## config.mk

```make
export PLATFORM = sky130hd
export DESIGN_NAME = epp_cmd_ctrl
export DESIGN_NICKNAME = d
export VERILOG_FILES = /design/src/rtl/epp_cmd_ctrl.sv
export SDC_FILE = /design/constraint.sdc
export NUM_CORES = 1
export LEC_CHECK = 0
export BUFFER_PORTS_ARGS = -buffer_cell sky130_fd_sc_hd__buf_2
export CORE_MARGIN = 3
export CORE_UTILIZATION = 58
export DETAILED_ROUTE_END_ITERATION = 8
export PLACE_DENSITY_LB_ADDON = 0.15
export SLEW_MARGIN = 5
export SYNTH_ARGS = -nofsm -noshare
export SYNTH_HDL_FRONTEND = slang
export SYNTH_SLANG_ARGS = --single-unit
```

## constraint.sdc

```tcl
create_clock -name clk -period 5.91 [get_ports clk]
set_clock_uncertainty 0.2 [all_clocks]
set_input_delay 1.773 -clock clk [delete_from_list [all_inputs] [get_ports clk]]
set_output_delay 1.773 -clock clk [all_outputs]
set_load 0.005 [all_outputs]
```

## src/rtl/epp_cmd_ctrl.sv

```systemverilog
// EPP command controller: register map behind the EPP data port, a command FIFO,
// and a one-at-a-time dispatcher to the GPU engine (valid/ready, then wait for done).
//
// state    | meaning
// ---------+------------------------------------------------------------
// ST_IDLE  | no command outstanding; pops the FIFO head when enabled
// ST_ISSUE | cmd_valid high, cmd_data held until the engine takes it
// ST_WAIT  | command accepted, waiting for the engine's cmd_done pulse
module epp_cmd_ctrl #(
    parameter int FIFO_AW = 2
) (
    input  logic        clk,
    input  logic        rst,
    input  logic [7:0]  epp_addr,
    input  logic [7:0]  epp_wdata,
    input  logic        epp_wr,
    input  logic        epp_rd,
    output logic [7:0]  epp_rdata,
    output logic        cmd_valid,
    input  logic        cmd_ready,
    output logic [55:0] cmd_data,
    input  logic        cmd_done
);

    localparam int DEPTH = 1 << FIFO_AW;

    typedef enum logic [1:0] {
        ST_IDLE  = 2'd0,
        ST_ISSUE = 2'd1,
        ST_WAIT  = 2'd2
    } state_t;

    state_t               state_q, state_d;
    logic [5:0][7:0]      args_q;
    logic [7:0]           opcode_q;
    logic                 enable_q;
    logic                 overflow_q, overflow_d;
    logic [FIFO_AW-1:0]   wr_ptr_q, wr_ptr_d;
    logic [FIFO_AW-1:0]   rd_ptr_q, rd_ptr_d;
    logic [FIFO_AW:0]     count_q, count_d;
    logic [55:0]          fifo_mem [DEPTH];
    logic [55:0]          cmd_data_q;
    logic [7:0]           rdata_q, rdata_d;

    logic wr_status, push_req, wr_ctrl, flush;
    logic full, empty, pop, push_ok, ovf_set;
    logic [7:0] status_byte;

    assign wr_status = epp_wr && (epp_addr == 8'h00);
    assign push_req  = epp_wr && (epp_addr == 8'h07);
    assign wr_ctrl   = epp_wr && (epp_addr == 8'h08);
    assign flush     = wr_ctrl && epp_wdata[1];

    // Count tops out at exactly DEPTH, so its MSB alone flags full.
    assign full  = count_q[FIFO_AW];
    assign empty = (count_q == '0);

    assign pop     = (state_q == ST_IDLE) && enable_q && !empty;
    assign push_ok = push_req && !flush && (!full || pop);
    assign ovf_set = push_req && !flush && full && !pop;

    assign status_byte = {1'b0, 3'(count_q), overflow_q, (state_q != ST_IDLE), empty, full};

    assign cmd_valid = (state_q == ST_ISSUE);
    assign cmd_data  = cmd_data_q;
    assign epp_rdata = rdata_q;

    always_comb begin
        state_d = state_q;
        unique case (state_q)
            ST_IDLE:  if (pop)       state_d = ST_ISSUE;
            ST_ISSUE: if (cmd_ready) state_d = ST_WAIT;
            ST_WAIT:  if (cmd_done)  state_d = ST_IDLE;
            default:                 state_d = ST_IDLE;
        endcase
    end

    always_comb begin
        count_d  = count_q;
        wr_ptr_d = wr_ptr_q;
        rd_ptr_d = rd_ptr_q;
        if (flush) begin
            count_d  = '0;
            wr_ptr_d = '0;
            rd_ptr_d = '0;
        end else begin
            if (push_ok) wr_ptr_d = wr_ptr_q + 1'b1;
            if (pop)     rd_ptr_d = rd_ptr_q + 1'b1;
            unique case ({push_ok, pop})
                2'b10:   count_d = count_q + 1'b1;
                2'b01:   count_d = count_q - 1'b1;
                default: count_d = count_q;
            endcase
        end
    end

    // Set beats clear when both land in the same cycle.
    always_comb begin
        overflow_d = overflow_q;
        if (ovf_set)
            overflow_d = 1'b1;
        else if (wr_status && epp_wdata[3])
            overflow_d = 1'b0;
    end

    always_comb begin
        rdata_d = 8'h00;
        unique case (epp_addr)
            8'h00:   rdata_d = status_byte;
            8'h01:   rdata_d = args_q[0];
            8'h02:   rdata_d = args_q[1];
            8'h03:   rdata_d = args_q[2];
            8'h04:   rdata_d = args_q[3];
            8'h05:   rdata_d = args_q[4];
            8'h06:   rdata_d = args_q[5];
            8'h07:   rdata_d = opcode_q;
            8'h08:   rdata_d = {7'b0, enable_q};
            default: rdata_d = 8'h00;
        endcase
    end

    always_ff @(posedge clk or posedge rst) begin
        if (rst) begin
            state_q    <= ST_IDLE;
            args_q     <= '0;
            opcode_q   <= 8'h00;
            enable_q   <= 1'b0;
            overflow_q <= 1'b0;
            wr_ptr_q   <= '0;
            rd_ptr_q   <= '0;
            count_q    <= '0;
            cmd_data_q <= '0;
            rdata_q    <= 8'h00;
        end else begin
            state_q    <= state_d;
            overflow_q <= overflow_d;
            wr_ptr_q   <= wr_ptr_d;
            rd_ptr_q   <= rd_ptr_d;
            count_q    <= count_d;
            for (int i = 0; i < 6; i++) begin
                if (epp_wr && (epp_addr == 8'(i + 1)))
                    args_q[i] <= epp_wdata;
            end
            if (push_req)
                opcode_q <= epp_wdata;
            if (wr_ctrl)
                enable_q <= epp_wdata[0];
            if (pop)
                cmd_data_q <= fifo_mem[rd_ptr_q];
            if (epp_rd)
                rdata_q <= rdata_d;
        end
    end

    // Storage needs no reset; pointers and count define what is valid.
    // When full with a simultaneous pop, wr_ptr equals rd_ptr and the pop
    // still captures the old head because both happen on the same edge.
    always_ff @(posedge clk) begin
        if (push_ok)
            fifo_mem[wr_ptr_q] <= {epp_wdata, args_q};
    end

endmodule

```

After elaboration in Yosys (flattened, before gate mapping)
Memories as Yosys holds them, arrays and structs flattened. A register that Yosys moved wholly into a read port is not among the register bits.
Index checks and enable logic that the tools add are counted.
{"block": "word_totals", "mem_bits_rw": 224, "elab_cells": 80, "regBits": 75, "mem_count": 1}
{"block": "op_classes", "eq_ne": 15, "reduce_logical": 31, "muxes": 15, "n_addsub": 4}
{"name": "fifo_mem", "words": 4, "word_bits": 56, "rd": 1, "rd_ports_with_merged_regs": 1, "write_ports": 1, "line": "41", "rtl": "logic [55:0] fifo_mem [DEPTH];"}
{"cell": "8-bit case mux with 9 select lines", "n": 1}
{"cell": "8-bit by 3-bit equality test with 1-bit output, second input constant", "n": 4}
{"cell": "1-bit logical AND", "n": 17}
{"cell": "8-bit by 2-bit equality test with 1-bit output, second input constant", "n": 2}
{"cell": "2-bit two-way mux", "n": 7}
{"cell": "8-bit by 1-bit equality test with 1-bit output, second input constant", "n": 1}
{"cell": "8-bit by 4-bit equality test with 1-bit output, second input constant", "n": 1}
{"cell": "8-bit zero test", "n": 1}
{"cell": "2-bit nonzero test", "n": 4}
{"cell": "2-bit case mux with 3 select lines", "n": 1}
{"cell": "3-bit case mux with 2 select lines", "n": 1}
{"cell": "2-bit by 1-bit adder with 2-bit output, second input constant", "n": 2}
{"cell": "2-bit by 1-bit equality test with 1-bit output, second input constant", "n": 2}
{"cell": "2-bit equality test, second input constant", "n": 2}
{"cell": "1-bit zero test", "n": 4}
{"cell": "1-bit two-way mux", "n": 4}
{"cell": "2-bit != test, second input constant", "n": 2}
{"cell": "3-bit by 1-bit adder with 3-bit output, second input constant", "n": 1}
{"cell": "3-bit zero test", "n": 1}
{"cell": "3-bit two-way mux", "n": 1}
{"cell": "3-bit AND reduction", "n": 1}
{"cell": "3-bit nonzero test", "n": 1}
{"cell": "3-bit by 1-bit subtractor with 3-bit output, second input constant", "n": 1}
{"cell": "2-bit zero test", "n": 1}
{"cell": "other kinds (2)", "n": 2}

Longest topological paths before layout
Gate-level depths: netlist of run 1.
{"block": "logic_depth", "word_depth": 9, "mapped_depth": 9}

Worst setup path after synthesis of run 1
Ideal clock, no wire load.
{"block": "synth_path", "path_type": "input port to flip-flop", "startpoint": "in epp_addr[5]", "endpoint": "mem fifo_mem[0][0] (enable)", "setup_time_ns": 0.420, "arrival_time_ns": 4.580, "n_path_buf": 2, "cell_stages": 6, "slack_ns": 0.710, "t_required_ns": 5.290, "path_cell_list": "or4_1 -> buf_2 -> or3_1 -> buf_2 -> a21oi_2 -> and2_1"}
{"block": "synth_via", "elab_chain_len": 8}
{"item": "start: declaration", "line": "14", "rtl": "input logic [7:0] epp_addr,"}
{"item": "8-bit by 4-bit equality test with 1-bit output", "line": "51", "rtl": "assign wr_ctrl = epp_wr && (epp_addr == 8'h08);"}
{"item": "1-bit logical AND", "line": "51"}
{"item": "1-bit logical AND", "line": "52", "rtl": "assign flush = wr_ctrl && epp_wdata[1];"}
{"item": "1-bit zero test", "line": "59", "rtl": "assign push_ok = push_req && !flush && (!full || pop);"}
{"item": "1-bit logical AND * (2 in series)", "line": "59"}
{"item": "1-bit two-way mux *", "line": "159", "rtl": "if (push_ok)"}
{"item": "1-bit two-way mux (implied by the code) *", "line": "160", "rtl": "fifo_mem[wr_ptr_q] <= {epp_wdata, args_q};"}
{"item": "end: declaration", "line": "41"}
Every way passes the cells marked *; elsewhere a longest branch is shown, timed or not.

Worst setup path in the final report of run 1
{"block": "layout_path", "startpoint": "in epp_addr[5]", "endpoint": "mem fifo_mem[3][30] (enable)"}
Same word-level chain as after synthesis.

==> results.md, run 1 <==
- Final Util: 68.68%
- Io pins: between 80 and 90
- Max Fanout on Critical Path: 19
- Post-route setup TNS: 0 ns
- Syn_nets: between 800 and 900
- Sequential-to-total area share from yosys stat: roughly 73%
- Mapped Area: roughly 0.014 mm^2
- DRC: 0
- Post-synth EDFFs: 224
- Vias in the first global route: ~7700
- Period utilization: 76.00%
- Die area: approximately 0.026 mm^2
- Die Y: around 160 um
- Starting Density: about three fifths
- Worst path top cell family by delay: simple AND/OR/NAND/NOR gates
- CP required: 5.90 ns
- Total power: between 5 and 6 mW
- Final antenna-violating net count: 0
- Critical-path top delay cell: or4_1
- Register share of total power: between 40 and 50%
- Yosys warnings: 0
- H-Tree Depth: 2
- Peak VDD IR: approximately 280 uV
- Slew Viols, Final: 0
- Commonest non-fill, non-tap cells in the layout: 224 x edfxtp_1, 207 x nand2_1, 129 x dfrtp_1
- RSZ-0062 raised after global routing: no
- Fin. Hold Viols: 0
- Die Width: around 160 um
- Routed WL per cell: roughly 23 um
- Post-CTS Resized: 0
- Min Tclk post-route: ~4.5 ns
- Hold Crit Class: flop to flop
- Worst Setup Slack, final: 1.419 ns
- Net Sw Power: around 1.4 mW
- Core Region: approximately 0.023 mm^2
- Non-Filler Instances: around 1300
- CTS tree: done
- PortBufs: between 80 and 90
- Routed WL: about 28 mm
- Initial DRC Count: about 660
- Kind of critical path: input port to flop
- Mapped Cells: 818
- Buf+Inv Stages, Crit Path: 2
- Setup WS pre-CTS: 0.9185 ns
- Initial antenna violation count: 1
- First-pass GRT wire length: ~46 mm
- Maxcap violations: 0
- Ys flop type: edfxtp_1
- Flops & latches, synth: 355
- Total global routing track utilization: about a quarter
- Largest net degree at the start of global routing: between 100 and 150
- Fraction of registers with async set/reset: about 37%
- Antenna fix cells: 0
- Comb power frac: 11.7%
- Critical Path, Cell by Cell: buf_2 > or4_1 > or3_1 > a21oi_2 > and2_2 > buf_4
- CP max stage delay: about 0.70 ns
- Slew at the pin closest to its max-slew limit: just under 1 ns
- Clock Tree Buf Depth: 3
- Max frequency: between 200 and 250 MHz
- Final GP Congestion: around 0.86
- Congestion Overflow GR: 0
- Clock power share: 38.6%
- Cell Pwr Density: approximately 370 mW/mm^2
- Post-CTS Hold Fix Bufs: 0
- Dpl hpwl: ~17 mm
- Placed Cells incl. Taps: 1192
- Via density: ~5.8
- Worst setup EP type: flop
- Synth unique cells: 42
- Layout cells sized above 1: between 30% and 40%
- Setup bufs post-CTS: 0
- Root Buffer: clkbuf_16
- Sw Ratio: 23.34%
- Slew HR: about a third
- Commonest non-fill, non-tap cell in the layout: edfxtp_1
- CP arrival: 4.49 ns
- Rows: between 50 and 60
- DR vias: around 7300
- # setup viols final: 0
- Pint: roughly 4.5 mW
- CTS buffer count: 36
- Avg Cell Area, Syn: 16.81 um^2
- Clock slew at reported path FFs: 0.06 ns
- # nets final: between 900 and 1000
- Area growth syn-to-layout: 14.76%
- Latest clock arrival within the worst-skew pair: 0.51 ns
- Clk sink count: 355
- Startpoint Class: input port
- Outcome: completed
- P_leak: about 6.6 nW
- DR pass1 iterations: 5
flip-flops by register name (all words and copies together), names as in the netlist:
register / cells
args_q: 48
cmd_data: 56
count_q: 3
enable_q: 1
epp_rdata: 8
fifo_mem: 224
opcode_q: 8
overflow_q: 1
rd_ptr_q: 2
state_q: 2
wr_ptr_q: 2
power groups by stage:
stage	clock (mW)	combinational (mW)	sequential, mW
floorplan	0	0.495	2.92
global route	2.42	0.764	2.96
detailed placement	0	0.700	2.98
global placement	0	0.687	2.97
finish	2.28	0.690	2.93
CTS	2.31	0.705	2.93
routing by layer:
layer  GRT usage [%]  share of wire, %
met5               0             0.025
met4           7.061               2.4
met3           3.554               7.2
met2           36.49                48
met1           34.60                43
Yosys cell counts (3+ instances only):
cell type	number	area share (%)
nand2b_1	4	0.18
ha_1	4	0.36
nor3b_1	3	0.16
buf_1	9	0.25
o22ai_1	9	0.41
a21oi_1	4	0.15
mux4_2	69	11
mux2i_1	9	0.65
nor3_1	3	0.11
and2_1	5	0.23
clkbuf_1	21	0.57
buf_2	9	0.33
edfxtp_1	224	49
o21ai_0	5	0.18
mux2_2	49	4.0
inv_1	13	0.35
nor2_1	7	0.19
nor3_2	3	0.22
dfrtp_1	131	24
nand2_1	207	5.6
worst paths after layout:
check | startpoint | to | slack (ns) | depth (start not counted)
worst max register to register | state_q[0] | fifo_mem[3][30] | 2.85 | 5
worst max-delay path | epp_addr[5] | fifo_mem[3][30] | 1.42 | 6
max in group asynchronous | rst | rd_ptr_q[0] | 3.22 | 3
min in group asynchronous | rst | cmd_data[31] | 1.31 | 2
worst min register to register | cmd_data[19] | cmd_data[19] | 0.27 | 2
worst min-delay path | cmd_data[19] | cmd_data[19] | 0.27 | 2
tightest hold or removal path, cell delays in order, from the launching register on:
cell,delay [ns]
dfrtp_1,0.33
nand2_1,0.05
nand2_1,0.05
logic make-up after synthesis:
kind of cell             count (synthesis)  share of synthesized area [%]
flip-flops                             355                          72.74
AND/OR/NAND/NOR                        246                          7.632
multiplexers                           128                          16.05
buffers and inverters                   52                          1.501
AO/OA/AOI/OAI                           29                          1.383
adder cells (fa/ha/maj)                  5                         0.5094
XOR/XNOR                                 3                         0.1911
metrics by stage:
stage               hold slack (ns)  cell area, um^2
floorplan                    0.2405            13750
global placement             0.2520            14590
detailed placement           0.2562            14590
CTS                          0.2703            15790
global route                 0.2950            15790
finish                       0.2655            15790
final cells by class:
type / count / area, um^2
Fill cell: 1565 / 7199
Clock inverter: 16 / 173.9
Sequential cell: 355 / 10010
Inverter: 13 / 53.80
Timing Repair Buffer: 100 / 585.6
Multi-Input combinational cell: 411 / 3553
Clock buffer: 48 / 1017
Tap cell: 313 / 391.6
Note: power is estimated with default switching activity, not from simulation.
==> run 2: changes to the inputs <==
Settings changed: CORE_UTILIZATION 58 to 54.
Clock period 5.91 ns to 3.7 ns, I/O delays scaled along.
==> run 2 against run 1 <==
  * Worst setup slack lost 0.94 ns
  * Final cell count grew 2.2%
  * Sequential share of layout area shrank 0.70 points
  * Worst hold slack gained 0.00069 ns
  * Routed wire length grew 0.43%
  * Total power grew 60%
  * Sequential power grew 61%
  * Clock-buffer cell count grew 8
  * First-iteration DRC count shrank 6.8%
  * Cell area grew 1.1%
  * Non-clock buffer count grew 14
  * Combinational power grew 57%
  * Largest cell class unchanged
  * Highest routed layer unchanged
==> results.md, run 2 (same netlist as run 1, synthesis figures left out) <==
- Fill count: 1773
- Io pins: 87
- Startpoint Class: input port
- DR pass1 iterations: 5
- Hold Crit Class: flop to flop
- Worst Setup Slack, final: 0.4783 ns
- Placed Cells incl. Taps: about 1200
- H-Tree Depth: 2
- First-pass GRT wire length: approximately 45 mm
- Setup WS pre-CTS: roughly 0.054 ns
- Max Fanout on Critical Path: 4
- Slew at the pin closest to its max-slew limit: approximately 0.9 ns
- Worst setup EP type: flop
- Initial DRC Count: roughly 600
- Period utilization: between 80% and 90%
- Flop-to-flop setup slack: ~0.96 ns
- Root Buffer: clkbuf_16
- # nets final: 958
- Global Route met3 Usage: around 4.0%
- GRT Max-Usage Layer: met2
- Outcome: completed
- Commonest non-fill, non-tap cell in the layout: edfxtp_1
- CTS tree: done
- Clock slew at reported path FFs: roughly 0.060 ns
- Die Width: between 150 and 200 um
- P_leak: 6.661 nW
- RSZ-0062 raised after global routing: no
- WHS Endpoint: cmd_data[10]
- Vias in the first global route: ~7700
- Cell Pwr Density: roughly 590 mW/mm^2
- Routing usage on met1: between 30% and 40%
- Hold path cells: 2
- Post-CTS Hold Fix Bufs: 0
- Congestion Overflow GR: 0
- Final Util: around 65%
- Reg area: approximately 0.01 mm^2
- DRC: 0
- CP arrival: around 3.5 ns
- Rows: 57
- Via density: about 5.8
- Maxcap violations: 0
- Non-Filler Instances: approximately 1300
- Routed WL: about 29 mm
- Initial antenna violation count: 2
- DR vias: between 7000 and 8000
- Die area: 0.02742 mm^2
- Setup bufs post-CTS: 0
- Worst reg2reg path depth: 6
- Die Y: roughly 170 um
- Kind of critical path: input port to flop
- PortBufs: 86
- Final GP Congestion: approximately 0.85
- Dpl hpwl: between 15 and 20 mm
- Total power: 9.422 mW
- Largest Register: fifo_mem
- Multi-input logic area: ~0.0036 mm^2
- Clock Tree Buf Depth: 3
- Fin. Hold Viols: 0
- Slew Viols, Final: 0
- Peak VDD IR: just under 400 uV
- Post-CTS Resized: 0
- Area growth syn-to-layout: 16.04%
- CTS buffer count: 36
- Met2 GRT Util: a little over a third
- Core Region: roughly 0.025 mm^2
- Reg-to-Reg End: count_q[2]
- Routed WL per cell: ~22 um
- Clk sink count: 355
- Slew HR: 40.19%
- RR Startpoint: count_q[2]
- Starting Density: between 50% and 60%
- Hold_sp: cmd_data[10]
- Min Tclk post-route: between 3 and 4 ns
- Latest clock arrival within the worst-skew pair: between 0.5 and 0.6 ns
- Max reg flops: 224
- Commonest non-fill, non-tap cells in the layout: 224 x edfxtp_1, 207 x nand2_1, 129 x dfrtp_1
- Max frequency: ~310 MHz
- Final antenna-violating net count: 0
- Total global routing track utilization: ~22%
- Layout cells sized above 1: a little under a third
- # setup viols final: 0
- Largest net degree at the start of global routing: between 100 and 150
- Post-route setup TNS: 0 ns
- CP required: between 3 and 4 ns
-- run 2: worst max path at each step --
stage	end	cells after the start	slack, ns	from
after floorplan	fifo_mem[0][0]	6	-0.24	epp_addr[5]
after global placement	fifo_mem[1][14]	6	0.18	epp_addr[5]
after detailed placement	count_q[2]	8	0.05	epp_addr[5]
after CTS	count_q[2]	8	0.59	epp_addr[5]
after global routing	count_q[2]	8	0.48	epp_addr[5]
final	count_q[2]	8	0.48	epp_addr[5]
-- run 2: cell type report --
| class | instances | share of cell area [%] |
|---|---|---|
| well taps | 324 | 2.540 |
| diodes | 1 | 0.01568 |
| clock inverters | 10 | 0.8702 |
| flip-flops and latches | 355 | 62.72 |
| clock buffers | 56 | 6.624 |
| inverters | 13 | 0.3293 |
| repair buffers | 114 | 4.641 |
| multi-input cells | 411 | 22.26 |
-- run 2: critical path: stages --
cell     delay [ns]
buf_2          0.09
or4_1          0.62
or3_1          0.47
nand2_1        0.16
inv_1          0.08
fa_1           0.40
nor4_1         0.37
a211o_1        0.17
-- run 2: routing by layer --
metal	share of wire, %	vias up
met5	0.028	-
met4	2.2	2
met3	6.4	57
met2	49	262
met1	43	3809
li1	-	3260
-- run 2: where the power goes --
group	total, mW	internal (mW)	switching (mW)
Combinational	1.08	0.585	0.497
Clock	3.62	2.19	1.43
Sequential	4.72	4.45	0.274
-- run 2: stage by stage --
| step | hold WS, ns | instance area [um^2] |
|---|---|---|
| global placement | 0.2518 | 14760 |
| CTS | 0.2715 | 15960 |
| finish | 0.2662 | 15960 |
| detailed placement | 0.2564 | 14760 |
| global route | 0.2886 | 15960 |
| floorplan | 0.2405 | 13760 |
==> run 3: changes to the inputs <==
Settings changed: CORE_UTILIZATION 54 to 35, TNS_END_PERCENT set to 30.
==> run 3 against run 2 <==
  * Flip-flop and latch count is the same
  * Worst setup slack gained 0.11 ns
  * Sequential share of layout area shrank 1.4 points
  * Routed wire length grew 12%
  * Utilization shrank 22 points
  * Critical path depth is the same
  * Largest cell class unchanged
==> results.md, run 3 (same netlist as run 1, synthesis figures left out) <==
- Outcome: completed
- Commonest non-fill, non-tap cell in the layout: edfxtp_1
- Design Area, Final: ~0.016 mm^2
- Die Width: between 200 and 250 um
- Comb power frac: a little under an eighth
- Post-route setup TNS: 0 ns
- Setup WS pre-CTS: 0.1014 ns
- Min Tclk post-route: between 3 and 4 ns
- Rows: between 70 and 80
- Core Region: approximately 0.038 mm^2
- Setup bufs post-CTS: 0
- Final Util: 42.73%
- Total global routing track utilization: 15.99%
- Commonest non-fill, non-tap cells in the layout: 224 x edfxtp_1, 207 x nand2_1, 129 x dfrtp_1
- Placed inst area: 0.01510 mm^2
- RSZ-0062 raised after global routing: no
- Clk sink count: approximately 360
- Latest clock arrival within the worst-skew pair: 0.51 ns
- Max reg flops: around 220
- Initial DRC Count: about 470
- DR vias: around 7200
- Routed WL per cell: ~22 um
- Non-Filler Instances: 1481
- Post-CTS Hold Fix Bufs: 0
- H-Tree Depth: 2
- Register share of total power: between 40 and 50%
- CP required: between 3 and 4 ns
- # nets final: 967
- CP arrival: about 3.4 ns
- Vias in the first global route: a little under 8000
- Area growth syn-to-layout: 18.68%
- Initial antenna violation count: 0
- Met2 GRT Util: between 20% and 30%
- Worst setup EP type: flop
- Sw Ratio: 24.19%
- Hold Crit Class: flop to flop
- P_leak: approximately 6.7 nW
- Worst Setup Slack, final: roughly 0.59 ns
- Congestion Overflow GR: 0
- Clock power share: approximately two fifths
- Dpl hpwl: 20.23 mm
- Placed Cells incl. Taps: between 1000 and 1500
- DRC: 0
- CTS buffer count: 40
- Slew Viols, Final: 0
- Period utilization: 84.11%
- Max frequency: 321.3 MHz
- Final antenna-violating net count: 0
- Fin. Hold Viols: 0
- Pint: 7.225 mW
- Maxcap violations: 0
- Via density: 4.892
- CTS tree: done
- Final GP Congestion: around 0.80
- Die Y: 204.2 um
- Routing usage on met1: between 20% and 30%
- Antenna fix cells: 0
- Post-CTS Resized: 0
- Largest Register: fifo_mem
- Die area: 0.04171 mm^2
- Slew HR: between 50% and 60%
- Starting Density: 36.01%
- Net Sw Power: ~2.3 mW
- Clock Tree Buf Depth: 3
- Slew at the pin closest to its max-slew limit: roughly 0.67 ns
- Cell Pwr Density: roughly 580 mW/mm^2
- Fill count: 3513
- Routed WL: around 32 mm
- Layout cells sized above 1: around 32%
- Io pins: 87
- First-pass GRT wire length: ~50 mm
- Root Buffer: clkbuf_16
- Kind of critical path: input port to flop
- Clock slew at reported path FFs: around 0.06 ns
- Startpoint Class: input port
- # setup viols final: 0
- Largest net degree at the start of global routing: between 40 and 50
- DR pass1 iterations: 4
- PortBufs: 86
- Max Fanout on Critical Path: 6
- Global Route met3 Usage: 2.405%
- GRT Max-Usage Layer: met2
- Peak VDD IR: ~250 uV
==> run 3: cell types whose count changed in the layout (fill, tap and decap cells not counted), moves of 3 or more <==
cell / before / now
clkinv_2: 3 / 9
buf_12: 8 / 13
clkinv_1: 0 / 5
clkbuf_16: 37 / 41
clkbuf_1: 13 / 10
==> run 3: worst max-delay path, stage by stage <==
cell and delay, ns:
buf_2 0.09, or4_1 0.68, or3_1 0.47, nand2_1 0.11
inv_1 0.06, fa_1 0.38, nor4_1 0.32, a211o_1 0.13
==> run 3: routing by layer <==
layer | wire length, um | part of all wire (%)
met1 | 15060 | 47
met2 | 14750 | 46
met3 | 1660 | 5.2
met4 | 656 | 2.0
met5 | 0 | 0
==> run 3: layout make-up <==
type	count	area [um^2]	area share, %
Inverter	13	52.55	0.3219
Sequential cell	355	10010	61.32
Timing Repair Buffer	119	840.8	5.151
Multi-Input combinational cell	411	3553	21.77
Clock buffer	55	1119	6.853
Clock inverter	17	108.9	0.6669
Tap cell	511	639.4	3.917
==> run 3: metrics by stage <==
stage          total power [mW]  hold slack (ns)
2_1_floorplan             5.458           0.2405
3_3_place_gp              5.952           0.2538
3_5_place_dp              5.962           0.2568
4_1_cts                   9.685           0.2719
5_1_grt                   10.01           0.2884
6_report                  9.531           0.2647
==> run 3: path summary, 6_finish.rpt <==
kind / startpoint / end / slack [ns] / depth (start not counted)
hold reg to reg: cmd_data[28] / cmd_data[28] / 0.26 / 2
setup reg to reg: state_q[0] / fifo_mem[0][20] / 1.16 / 5
max in group asynchronous: rst / cmd_data[43] / 2.16 / 3
min in group asynchronous: rst / state_q[0] / 0.45 / 2
hold / removal: cmd_data[28] / cmd_data[28] / 0.26 / 2
setup / recovery: epp_addr[5] / count_q[2] / 0.59 / 8
==> run 3: power by group through the flow <==
stage                     registers [mW]  clock network (mW)  logic (mW)
final                               4.70                3.69        1.14
after global routing                4.75                3.98        1.29
after CTS                           4.71                3.80        1.18
after detailed placement            4.79                   0        1.17
after global placement              4.78                   0        1.17
after floorplan                     4.67                   0       0.791
